File: src/rtl/night_phase_sequencer_if.sv
// Handshake bundle between the night-mode sequencer and its output stage.
// Ports: ew_request/flash_mode (sensor and mode requests into the sequencer),
//        lane_output/load_time/phase/phase_done (light codes and phase timing out).
interface night_phase_sequencer_if #(
  parameter int TIME_W = 7
);
  logic              ew_request;
  logic              flash_mode;
  logic [7:0]        lane_output;
  logic [TIME_W-1:0] load_time;
  logic [2:0]        phase;
  logic              phase_done;

  // master drives the requests and observes the lights; slave is the sequencer
  modport master (
    output ew_request, flash_mode,
    input  lane_output, load_time, phase, phase_done
  );

  modport slave (
    input  ew_request, flash_mode,
    output lane_output, load_time, phase, phase_done
  );
endinterface

File: src/rtl/night_phase_sequencer.sv
// Night-mode junction sequencer: main road (N+S) rests green, side road (E+W)
// served on sensor demand through yellow and all-red clearance; optional flashing mode.
// Latency: lane_output/load_time/phase are Moore (registered state); phase_done is
//          combinational from state, counter and the live request inputs. No backpressure.
// Ports: clk, rst (async, active-high); bus (slave modport) carries ew_request,
//        flash_mode in and lane_output {WW,SS,EE,NN}, load_time, phase, phase_done out.
module night_phase_sequencer #(
  parameter int GREEN_MIN   = 20,
  parameter int GREEN_MAX   = 60,
  parameter int YELLOW_TIME = 4,
  parameter int ALLRED_TIME = 2,
  parameter int FLASH_HALF  = 8,
  parameter int TIME_W      = 7
) (
  input  logic                    clk,
  input  logic                    rst,
  night_phase_sequencer_if.slave  bus
);

  typedef enum logic [2:0] {
    NS_GREEN  = 3'd0,
    NS_YELLOW = 3'd1,
    ALLRED_NS = 3'd2,
    EW_GREEN  = 3'd3,
    EW_YELLOW = 3'd4,
    ALLRED_EW = 3'd5,
    FLASH     = 3'd6
  } phase_t;

  // per-direction light codes
  localparam logic [1:0] C_GREEN  = 2'b11;
  localparam logic [1:0] C_YELLOW = 2'b01;
  localparam logic [1:0] C_RED    = 2'b00;
  localparam logic [1:0] C_DARK   = 2'b10;

  // last counter value of each timed phase
  localparam logic [TIME_W-1:0] GMIN_LAST  = TIME_W'(GREEN_MIN - 1);
  localparam logic [TIME_W-1:0] GMAX_LAST  = TIME_W'(GREEN_MAX - 1);
  localparam logic [TIME_W-1:0] YEL_LAST   = TIME_W'(YELLOW_TIME - 1);
  localparam logic [TIME_W-1:0] AR_LAST    = TIME_W'(ALLRED_TIME - 1);
  localparam logic [TIME_W-1:0] FLASH_LAST = TIME_W'(FLASH_HALF - 1);

  phase_t            state, state_nxt;
  logic [TIME_W-1:0] cnt, cnt_nxt;
  logic              req_latch, req_latch_nxt;
  logic              flash_on, flash_on_nxt;
  logic              req;
  logic              done;
  logic [1:0]        ns_code, ew_code;

  assign req = req_latch | bus.ew_request;

  // state register
  always_ff @(posedge clk or posedge rst) begin
    if (rst) begin
      state     <= ALLRED_EW;
      cnt       <= '0;
      req_latch <= 1'b0;
      flash_on  <= 1'b1;
    end else begin
      state     <= state_nxt;
      cnt       <= cnt_nxt;
      req_latch <= req_latch_nxt;
      flash_on  <= flash_on_nxt;
    end
  end

  // next-state logic; done is the exit (or half-period end) condition of the phase
  always_comb begin
    state_nxt = state;
    done      = 1'b0;
    case (state)
      NS_GREEN: begin
        done = ((cnt >= GMIN_LAST) && req) || (cnt == GMAX_LAST);
        if (done) state_nxt = NS_YELLOW;
      end
      NS_YELLOW: begin
        done = (cnt == YEL_LAST);
        if (done) state_nxt = ALLRED_NS;
      end
      ALLRED_NS: begin
        done = (cnt == AR_LAST);
        if (done) state_nxt = bus.flash_mode ? FLASH : EW_GREEN;
      end
      EW_GREEN: begin
        done = (cnt == GMIN_LAST);
        if (done) state_nxt = EW_YELLOW;
      end
      EW_YELLOW: begin
        done = (cnt == YEL_LAST);
        if (done) state_nxt = ALLRED_EW;
      end
      ALLRED_EW: begin
        done = (cnt == AR_LAST);
        if (done) state_nxt = bus.flash_mode ? FLASH : NS_GREEN;
      end
      FLASH: begin
        // leaving flash is immediate; done only marks the half-period boundary
        done = (cnt == FLASH_LAST);
        if (!bus.flash_mode) state_nxt = ALLRED_EW;
      end
      default: state_nxt = ALLRED_EW;
    endcase
  end

  // counter, flash half and side-demand latch updates
  always_comb begin
    cnt_nxt       = cnt + TIME_W'(1);
    flash_on_nxt  = flash_on;
    req_latch_nxt = req_latch;

    // clear on any phase change, and on each flash half-period wrap
    if ((state_nxt != state) || done) cnt_nxt = '0;

    if ((state_nxt == FLASH) && (state != FLASH))
      flash_on_nxt = 1'b1;
    else if ((state == FLASH) && done)
      flash_on_nxt = ~flash_on;

    // entering EW_GREEN serves the demand; clear wins over a same-cycle set
    if ((state_nxt == EW_GREEN) && (state != EW_GREEN))
      req_latch_nxt = 1'b0;
    else if (bus.ew_request && (state != EW_GREEN))
      req_latch_nxt = 1'b1;
  end

  // output decode from registered state only
  always_comb begin
    ns_code       = C_RED;
    ew_code       = C_RED;
    bus.load_time = TIME_W'(ALLRED_TIME);
    case (state)
      NS_GREEN:  begin ns_code = C_GREEN;  bus.load_time = TIME_W'(GREEN_MAX);   end
      NS_YELLOW: begin ns_code = C_YELLOW; bus.load_time = TIME_W'(YELLOW_TIME); end
      EW_GREEN:  begin ew_code = C_GREEN;  bus.load_time = TIME_W'(GREEN_MIN);   end
      EW_YELLOW: begin ew_code = C_YELLOW; bus.load_time = TIME_W'(YELLOW_TIME); end
      FLASH: begin
        bus.load_time = TIME_W'(FLASH_HALF);
        ns_code       = flash_on ? C_YELLOW : C_DARK;
        ew_code       = flash_on ? C_RED    : C_DARK;
      end
      default: ;
    endcase
    bus.lane_output = {ew_code, ns_code, ew_code, ns_code};
  end

  assign bus.phase      = state;
  assign bus.phase_done = done;

endmodule

File: src/flat_wrapper.sv
// flat-port wrapper written by rule: the top's interface ports become plain ports
module night_phase_sequencer_flat 
#(
  parameter int GREEN_MIN   = 20,
  parameter int GREEN_MAX   = 60,
  parameter int YELLOW_TIME = 4,
  parameter int ALLRED_TIME = 2,
  parameter int FLASH_HALF  = 8,
  parameter int TIME_W      = 7
)
  (clk, rst, bus_ew_request, bus_flash_mode, bus_lane_output, bus_load_time, bus_phase, bus_phase_done);
  night_phase_sequencer_if #(.TIME_W(TIME_W)) bus_i ();
  input  logic clk;
  input  logic rst;
  input wire logic [$bits(bus_i.ew_request)-1:0] bus_ew_request;
  input wire logic [$bits(bus_i.flash_mode)-1:0] bus_flash_mode;
  output wire logic [$bits(bus_i.lane_output)-1:0] bus_lane_output;
  output wire logic [$bits(bus_i.load_time)-1:0] bus_load_time;
  output wire logic [$bits(bus_i.phase)-1:0] bus_phase;
  output wire logic [$bits(bus_i.phase_done)-1:0] bus_phase_done;
  assign bus_i.ew_request = bus_ew_request;
  assign bus_i.flash_mode = bus_flash_mode;
  assign bus_lane_output = bus_i.lane_output;
  assign bus_load_time = bus_i.load_time;
  assign bus_phase = bus_i.phase;
  assign bus_phase_done = bus_i.phase_done;
  night_phase_sequencer #(.GREEN_MIN(GREEN_MIN), .GREEN_MAX(GREEN_MAX), .YELLOW_TIME(YELLOW_TIME), .ALLRED_TIME(ALLRED_TIME), .FLASH_HALF(FLASH_HALF), .TIME_W(TIME_W)) u_core (.clk(clk), .rst(rst), .bus(bus_i));
endmodule
File: config.mk
export PLATFORM = sky130hd
export DESIGN_NAME = night_phase_sequencer_flat
export DESIGN_NICKNAME = d
export VERILOG_FILES = /design/src/rtl/night_phase_sequencer_if.sv /design/src/rtl/night_phase_sequencer.sv /design/src/flat_wrapper.sv
export SDC_FILE = /design/constraint.sdc
export NUM_CORES = 1
export LEC_CHECK = 0
export ABC_AREA = 1
export CORE_MARGIN = 2
export CORE_UTILIZATION = 50
export DETAILED_ROUTE_END_ITERATION = 10
export PLACE_DENSITY = 0.78
export SYNTH_ARGS = -nofsm -noshare
export SYNTH_HDL_FRONTEND = slang
export SYNTH_SLANG_ARGS = --single-unit
File: constraint.sdc
create_clock -name clk -period 2.3 [get_ports clk]
set_clock_uncertainty 0.2 [all_clocks]
set_input_delay 0.345 -clock clk [delete_from_list [all_inputs] [get_ports clk]]
set_output_delay 0.345 -clock clk [all_outputs]
set_load 0.02 [all_outputs]
==> results of run 1 <==
==> placed cells by master (no fill, tap or decap), types with 3 or more instances in the layout <==
cell type / netlist / layout
sky130_fd_sc_hd__buf_4: 6 / 33
sky130_fd_sc_hd__nand2_1: 31 / 31
sky130_fd_sc_hd__inv_1: 13 / 13
sky130_fd_sc_hd__nor2_1: 14 / 11
sky130_fd_sc_hd__dlygate4sd2_1: 0 / 10
sky130_fd_sc_hd__dfrtp_1: 9 / 9
sky130_fd_sc_hd__nand3_1: 8 / 8
sky130_fd_sc_hd__nor3_2: 7 / 7
sky130_fd_sc_hd__clkdlybuf4s50_1: 0 / 6
sky130_fd_sc_hd__nand4_1: 5 / 5
sky130_fd_sc_hd__nor2_2: 2 / 4
sky130_fd_sc_hd__nand2_2: 4 / 4
sky130_fd_sc_hd__inv_2: 3 / 3
sky130_fd_sc_hd__o21ai_0: 5 / 3
sky130_fd_sc_hd__a21oi_1: 3 / 3
sky130_fd_sc_hd__xor2_1: 3 / 3
sky130_fd_sc_hd__xnor2_1: 3 / 3
sky130_fd_sc_hd__clkbuf_4: 0 / 3
sky130_fd_sc_hd__dfstp_2: 3 / 3
==> what timing repair did <==
item / in CTS / in global routing
endpoints found under the setup margin: 14 / 4
gates resized for setup: 20 / 8
pin swaps: 0 / 1
hold buffers: 0 / 0
==> routing by layer <==
layer  wire, um  GRT usage [%]
met4        115           16.2
met1       1080           27.1
met5          0              0
met3         93           3.03
met2       1350           43.9
==> registers in the layout, indices dropped and copies added (netlist names) <==
signal and cells:
u_core.bus.phase 3, u_core.req_latch 1, u_core.cnt 7, u_core.flash_on 1
==> worst paths after layout <==
path | to | slack, ns | depth (start not counted) | startpoint
max | bus_phase_done | 0.09 | 8 | u_core.bus.phase[2]
min | u_core.cnt[1] | 0.17 | 2 | rst
max reg2reg | u_core.cnt[6] | 0.34 | 8 | u_core.bus.phase[0]
min reg2reg | u_core.req_latch | 0.30 | 2 | u_core.req_latch
max in group asynchronous | u_core.bus.phase[0] | 1.39 | 2 | rst
min in group clk | u_core.req_latch | 0.30 | 2 | u_core.req_latch
==> power breakdown <==
part / internal, mW / switching [mW]
logic: 0.589 / 0.770
registers: 0.294 / 0.0596
clock network: 0.0963 / 0.0733
total: 0.980 / 0.903
==> logic make-up after synthesis <==
| family | synth area share, % |
|---|---|
| compound gates | 6.27 |
| other cells | 0.355 |
| xor+xnor | 4.97 |
| fa+ha+maj | 2.37 |
| buf+inv | 14.1 |
| simple gates | 43.2 |
| flops | 28.8 |
==> through the flow <==
stage	utilization (%)	power, mW
floorplan	-	1.19
global placement	73.7	1.76
detailed placement	73.7	1.79
CTS	75.3	1.89
global route	74.9	2.02
finish	74.9	1.88
==> cell type report <==
cell class / instances / area share, %
Tap cell: 27 / 2.28
Inverter: 17 / 4.47
Multi-Input combinational cell: 102 / 42.0
Timing Repair Buffer: 53 / 28.3
Sequential cell: 12 / 20.5
Clock buffer: 4 / 2.45
==> results.md, run 1 <==
* Yosys reg bits at 12
* Setup bufs post-CTS at 0
* Inst Count DP at 211
* Leak at 0.783 nW
* Fmax at 452 MHz
* Post-Synthesis Cells at 139
* Congestion Overflow GR at 0
* Cell with the largest stage delay on the worst path: sky130_fd_sc_hd__dfstp_2
* Critical path buffers and inverters at 3
* Placed cell areas at 1460 um2
* Number of levels in the clock H-tree at 1
* Gpl congestion at 0.949
* Antenna diodes at 0
* Post-layout minimum cycle time at 2.21 ns
* Area of the core at 1980 um2
* First-pass GRT wire length at 4.73 mm
* DRC violation total after the first TritonRoute iteration at 19
* Overall die area at 2500 um2
* Worst Setup Path Type: reg2out
* FF/Latch Area at 304 um2
* P per Cell Area at 1270 nW/um2
* Setup slack at placement at -0.112 ns
* Number of buffers on the longest clock path at 2
* Main area contributors after synthesis: sky130_fd_sc_hd__dfrtp_1 21%, sky130_fd_sc_hd__nand2_1 11%, sky130_fd_sc_hd__dfstp_2 7.5%, sky130_fd_sc_hd__nor3_2 6.6%, sky130_fd_sc_hd__nor2_1 5.0%
* Crit Path Max Fanout at 5
* Remaining design rule violation count at 0
* Endpoint type of the worst setup path: primary output
* Area occupied by multi-input gates at 623 um2
* Final worst-path cycle share at 96.2%
* Delay contributed by the slowest stage of the critical path at 0.40 ns
* Number of distinct library cells after synthesis at 33
* WP data required at 1.75 ns
* Maximum number of pins on one net before global-route repair at 13
* Worst min-delay path class: in2async
* Cts bufs inserted at 3
* Number of global-route vias before repair at 1140
* Std-Cell Rows at 16
* Status: finished, final reports clean
* Antenna-violating nets left at 0
* Cells traversed along the worst timing path: buf_4 -> nor3_4 -> inv_2 -> or2_4 -> nand2_1 -> nor2_2 -> nand2_4 -> buf_2
* Estimated wirelength of the detail-placed design at 2.11 mm
* Worst Slack Setup Final at 0.0878 ns
* CP delay by family, top: simple AND/OR/NAND/NOR gates
* Final hold slack at 0.169 ns
* Number of sinks handled by clock tree synthesis at 12
* Top flip-flop cell by instance count after synthesis: sky130_fd_sc_hd__dfrtp_1
* Cell with the most instances after synthesis: sky130_fd_sc_hd__nand2_1
* Tot GR Track Use at 24.7%
* Routed wire length at 2.64 mm
* Cell type contributing the most total cell area after synthesis: sky130_fd_sc_hd__dfrtp_1
* CTS tree: yes
* Cell area after synthesis at 1060 um2
* Clock slew at reported path FFs at 0.08 ns
* Number of antenna violations at the first check in global routing at 0
* Unrepaired setup endpoints after global routing: false
* Maximum vdd ir drop at 0.958 mV
* Total of buffers placed on input and output ports at 20
* Share of layout cells above drive strength 1 at 39.9%
* Setup crit start kind: register
* Area share of the largest cell type after synthesis at 21.3%
* Max capacitance violation total at 0
* Number of warnings printed during yosys synthesis at 0
* DR vias at 1095
* Vias/cell at 5.09
* X dimension of the die at 50.0 um
* Area added between synthesis and finish at 40.4%
* Endpoints failing setup at 0
* Detailed-router iteration count before antenna repair at 4
* Cell area after layout at 1480 um2
* Worst-skew pair later-pin latency at 0.28 ns
* Height of the chip at 50.0 um
* Arr. time, crit path at 1.67 ns
* Number of placed I/O pins at 23
* Most frequent cells after synthesis: 31 x sky130_fd_sc_hd__nand2_1, 14 x sky130_fd_sc_hd__nor2_1, 13 x sky130_fd_sc_hd__inv_1
* Final Hold Violating Endpoints at 0
* CTS root buffer: sky130_fd_sc_hd__clkbuf_4
* Synth async-reset ratio at 100%
* Mapped Avg Cell Area at 7.61 um2
* # fillers at 157
* Final-layout setup total negative slack at 0 ns
* Count of final max-slew check failures at 0
* Final layout net count at 195
* Post-route non-filler standard cell count at 215
* Count of flip-flops with a built-in enable after synthesis at 0
* Proportion of synthesized chip area in sequential cells at 28.8%
* Effective utilization at floorplan at 53.3%
* Detailed-route wire length per cell at 12.3 um
Power figures use the tool's default switching activity.
==> run 2: changes to the inputs <==
--- a/config.mk
+++ b/config.mk
@@ -6,6 +6,7 @@
 export NUM_CORES = 1
 export LEC_CHECK = 0
 export ABC_AREA = 1
+export CAP_MARGIN = 20
 export CORE_MARGIN = 2
 export CORE_UTILIZATION = 50
 export DETAILED_ROUTE_END_ITERATION = 10
==> results of run 2 <==
The final DEF is identical to that of run 1; final timing and power are the same.
==> run 3: changes to the inputs <==
--- a/config.mk
+++ b/config.mk
@@ -11,6 +11,7 @@
 export CORE_UTILIZATION = 50
 export DETAILED_ROUTE_END_ITERATION = 10
 export PLACE_DENSITY = 0.78
+export SETUP_SLACK_MARGIN = 0.3
 export SYNTH_ARGS = -nofsm -noshare
 export SYNTH_HDL_FRONTEND = slang
 export SYNTH_SLANG_ARGS = --single-unit
==> run 3 against run 2 <==
  * Utilization is 10 points higher
  * Sequential share of layout area is 2.3 points lower
  * Via count is 1.5% higher
  * Total power is 22% higher
  * Die area stayed put
  * Clock power is 5% lower
  * Setup slack worse by 0.018 ns
  * Non-clock buffer count is 6 higher
  * Final cell count is 2.8% higher
  * Sequential power is 4% higher
  * Critical path type unchanged
  * Highest routed layer unchanged
  * Sequential cell count stayed put
==> results.md, run 3 (synthesized netlist as in run 1, its figures left out) <==
* Leading cell types in the layout, fill and taps excluded: 32 x sky130_fd_sc_hd__buf_4, 25 x sky130_fd_sc_hd__nand2_1, 20 x sky130_fd_sc_hd__buf_6 (was 33 x sky130_fd_sc_hd__buf_4, 31 x sky130_fd_sc_hd__nand2_1, 13 x sky130_fd_sc_hd__inv_1)
* Tot GR Track Use at 24.4% (was 24.7%)
* Arr. time, crit path at 1.68 ns (was 1.67 ns)
* Post-layout minimum cycle time at 2.23 ns (was 2.21 ns)
* Congestion Overflow GR at 0 (unchanged)
* Area added between synthesis and finish at 59.2% (was 40.4%)
* Number of global-route vias before repair at 1082 (was 1140)
* Count of final max-slew check failures at 0 (unchanged)
* CTS tree: yes (unchanged)
* Cells traversed along the worst timing path: inv_4 -> nor3_4 -> inv_2 -> or2_4 -> nand2_2 -> nor2_2 -> nand2_4 -> buf_6 (was buf_4 -> nor3_4 -> inv_2 -> or2_4 -> nand2_1 -> nor2_2 -> nand2_4 -> buf_2)
* Gpl congestion at 0.909 (was 0.949)
* Antenna diodes at 0 (unchanged)
* Estimated wirelength of the detail-placed design at 2.19 mm (was 2.11 mm)
* Status: finished, final reports clean (unchanged)
* DR vias at 1111 (was 1095)
* WP data required at 1.75 ns (about the same)
* Vias/cell at 5.03 (was 5.09)
* Number of buffers on the longest clock path at 2 (unchanged)
* Overall die area at 2500 um2 (unchanged)
* Total of buffers placed on input and output ports at 20 (unchanged)
* Share of layout cells above drive strength 1 at 56.7% (was 39.9%)
* Flip-flop count of the largest register, all copies and words added at 7 (unchanged)
* CTS root buffer: sky130_fd_sc_hd__clkbuf_4 (unchanged)
* Routed wire length at 3.10 mm (was 2.64 mm)
* Worst Setup Path Type: reg2out (unchanged)
* Detailed-route wire length per cell at 14.0 um (was 12.3 um)
* Setup crit start kind: register (unchanged)
* Register name with the most flops: u_core.cnt (unchanged)
* Final layout net count at 201 (was 195)
* Worst Slack Setup Final at 0.0703 ns (was 0.0878 ns)
* Max capacitance violation total at 0 (unchanged)
* Effective utilization at floorplan at 53.3% (unchanged)
* Crit Path Max Fanout at 3 (was 5)
* Endpoint type of the worst setup path: primary output (unchanged)
* Worst min-delay path class: in2async (unchanged)
* Detailed-router iteration count before antenna repair at 4 (unchanged)
* Final total power at 2.30 mW (was 1.88 mW)
* Maximum vdd ir drop at 1.05 mV (was 0.958 mV)
* P per Cell Area at 1370 nW/um2 (was 1270 nW/um2)
* Number of antenna violations at the first check in global routing at 0 (unchanged)
* Unrepaired setup endpoints after global routing: true (was false)
* Worst-skew pair later-pin latency at 0.26 ns (was 0.28 ns)
* Endpoints failing setup at 0 (unchanged)
* Delay contributed by the slowest stage of the critical path at 0.58 ns (was 0.40 ns)
* Antenna-violating nets left at 0 (unchanged)
* X dimension of the die at 50.0 um (unchanged)
* Final Hold Violating Endpoints at 0 (unchanged)
* Std-Cell Rows at 16 (unchanged)
* Height of the chip at 50.0 um (unchanged)
* First-pass GRT wire length at 4.73 mm (unchanged)
* Number of sinks handled by clock tree synthesis at 12 (unchanged)
* Final worst-path cycle share at 96.9% (was 96.2%)
* Setup slack at placement at -0.130 ns (was -0.112 ns)
* Final Util at 84.9% (was 74.9%)
* Final-layout setup total negative slack at 0 ns (unchanged)
* Cts bufs inserted at 3 (unchanged)
* Area of the core at 1980 um2 (unchanged)
* Maximum number of pins on one net before global-route repair at 13 (unchanged)
* Clock slew at reported path FFs at 0.07 ns (was 0.08 ns)
* Cell with the largest stage delay on the worst path: sky130_fd_sc_hd__dfstp_2 (unchanged)
* Leak at 0.839 nW (was 0.783 nW)
* Fmax at 448 MHz (was 452 MHz)
* DRC violation total after the first TritonRoute iteration at 32 (was 19)
* Number of levels in the clock H-tree at 1 (unchanged)
* Number of placed I/O pins at 23 (unchanged)
* Leading cell type in the layout, fill and taps excluded: sky130_fd_sc_hd__buf_4 (unchanged)
* Remaining design rule violation count at 0 (unchanged)
[run 3: changes by cell type in the layout (fill, tap and decap cells not counted), sizes merged]
cell           previous run  this run
clkdlybuf4s50             6         4
dlygate4sd2              10         1
clkbuf                    6         5
buf                      34        53
clkdlybuf4s15             1         0
[run 3: worst max-delay path: cells and delay by family (launching register included)]
| family | cells | cell delay [ns] |
|---|---|---|
| and+or+nand+nor | 5 | 0.61 |
| DFF | 1 | 0.58 |
| buffers and inverters | 3 | 0.23 |
[run 3: report_power, final]
group / switching [mW] / internal, mW / leakage, nW
Clock: 0.0659 / 0.0960 / 0.0210
Sequential: 0.0729 / 0.296 / 0.144
Combinational: 0.923 / 0.849 / 0.674
[run 3: layer usage]
| metal | global-route usage, % | routed length (um) |
|---|---|---|
| met3 | 1.52 | 82 |
| met2 | 43.2 | 1700 |
| met4 | 11.1 | 80 |
| met5 | 0 | 0 |
| met1 | 30.0 | 1230 |
[run 3: cell type report]
cell class,count,area (um2)
Clock buffer,4,36.3
Fill cell,112,299
Inverter,17,68.8
Multi-Input combinational cell,102,699
Sequential cell,12,305
Tap cell,27,33.8
Timing Repair Buffer,59,539
[run 3: path summary, 6_finish.rpt]
| path | from | to | slack [ns] | cells after the start |
|---|---|---|---|---|
| worst max-delay path | u_core.bus.phase[0] | bus_phase_done | 0.07 | 8 |
| worst min-delay path | rst | u_core.cnt[0] | 0.20 | 2 |
| worst max register to register | u_core.bus.phase[0] | u_core.cnt[6] | 0.33 | 8 |
| worst min register to register | u_core.req_latch | u_core.req_latch | 0.31 | 2 |
| max in group asynchronous | rst | u_core.bus.phase[2] | 1.36 | 2 |
| min in group clk | u_core.req_latch | u_core.req_latch | 0.31 | 2 |
[run 3: stage by stage]
step                hold WS [ns]  instance area [um2]  cells
floorplan                0.00755                 1080    140
global placement           0.279                 1500    212
detailed placement         0.288                 1500    212
CTS                        0.198                 1570    219
global route               0.254                 1680    221
finish                     0.195                 1680    221
[run 3: what timing repair did]
item / CTS / global route
setup buffers: 3 / 2
hold buffers: 0 / 0
pin swaps: 3 / 7
resized for setup: 90 / 31
setup endpoints to repair: 16 / 23
endpoints found under the hold margin: 0 / 0
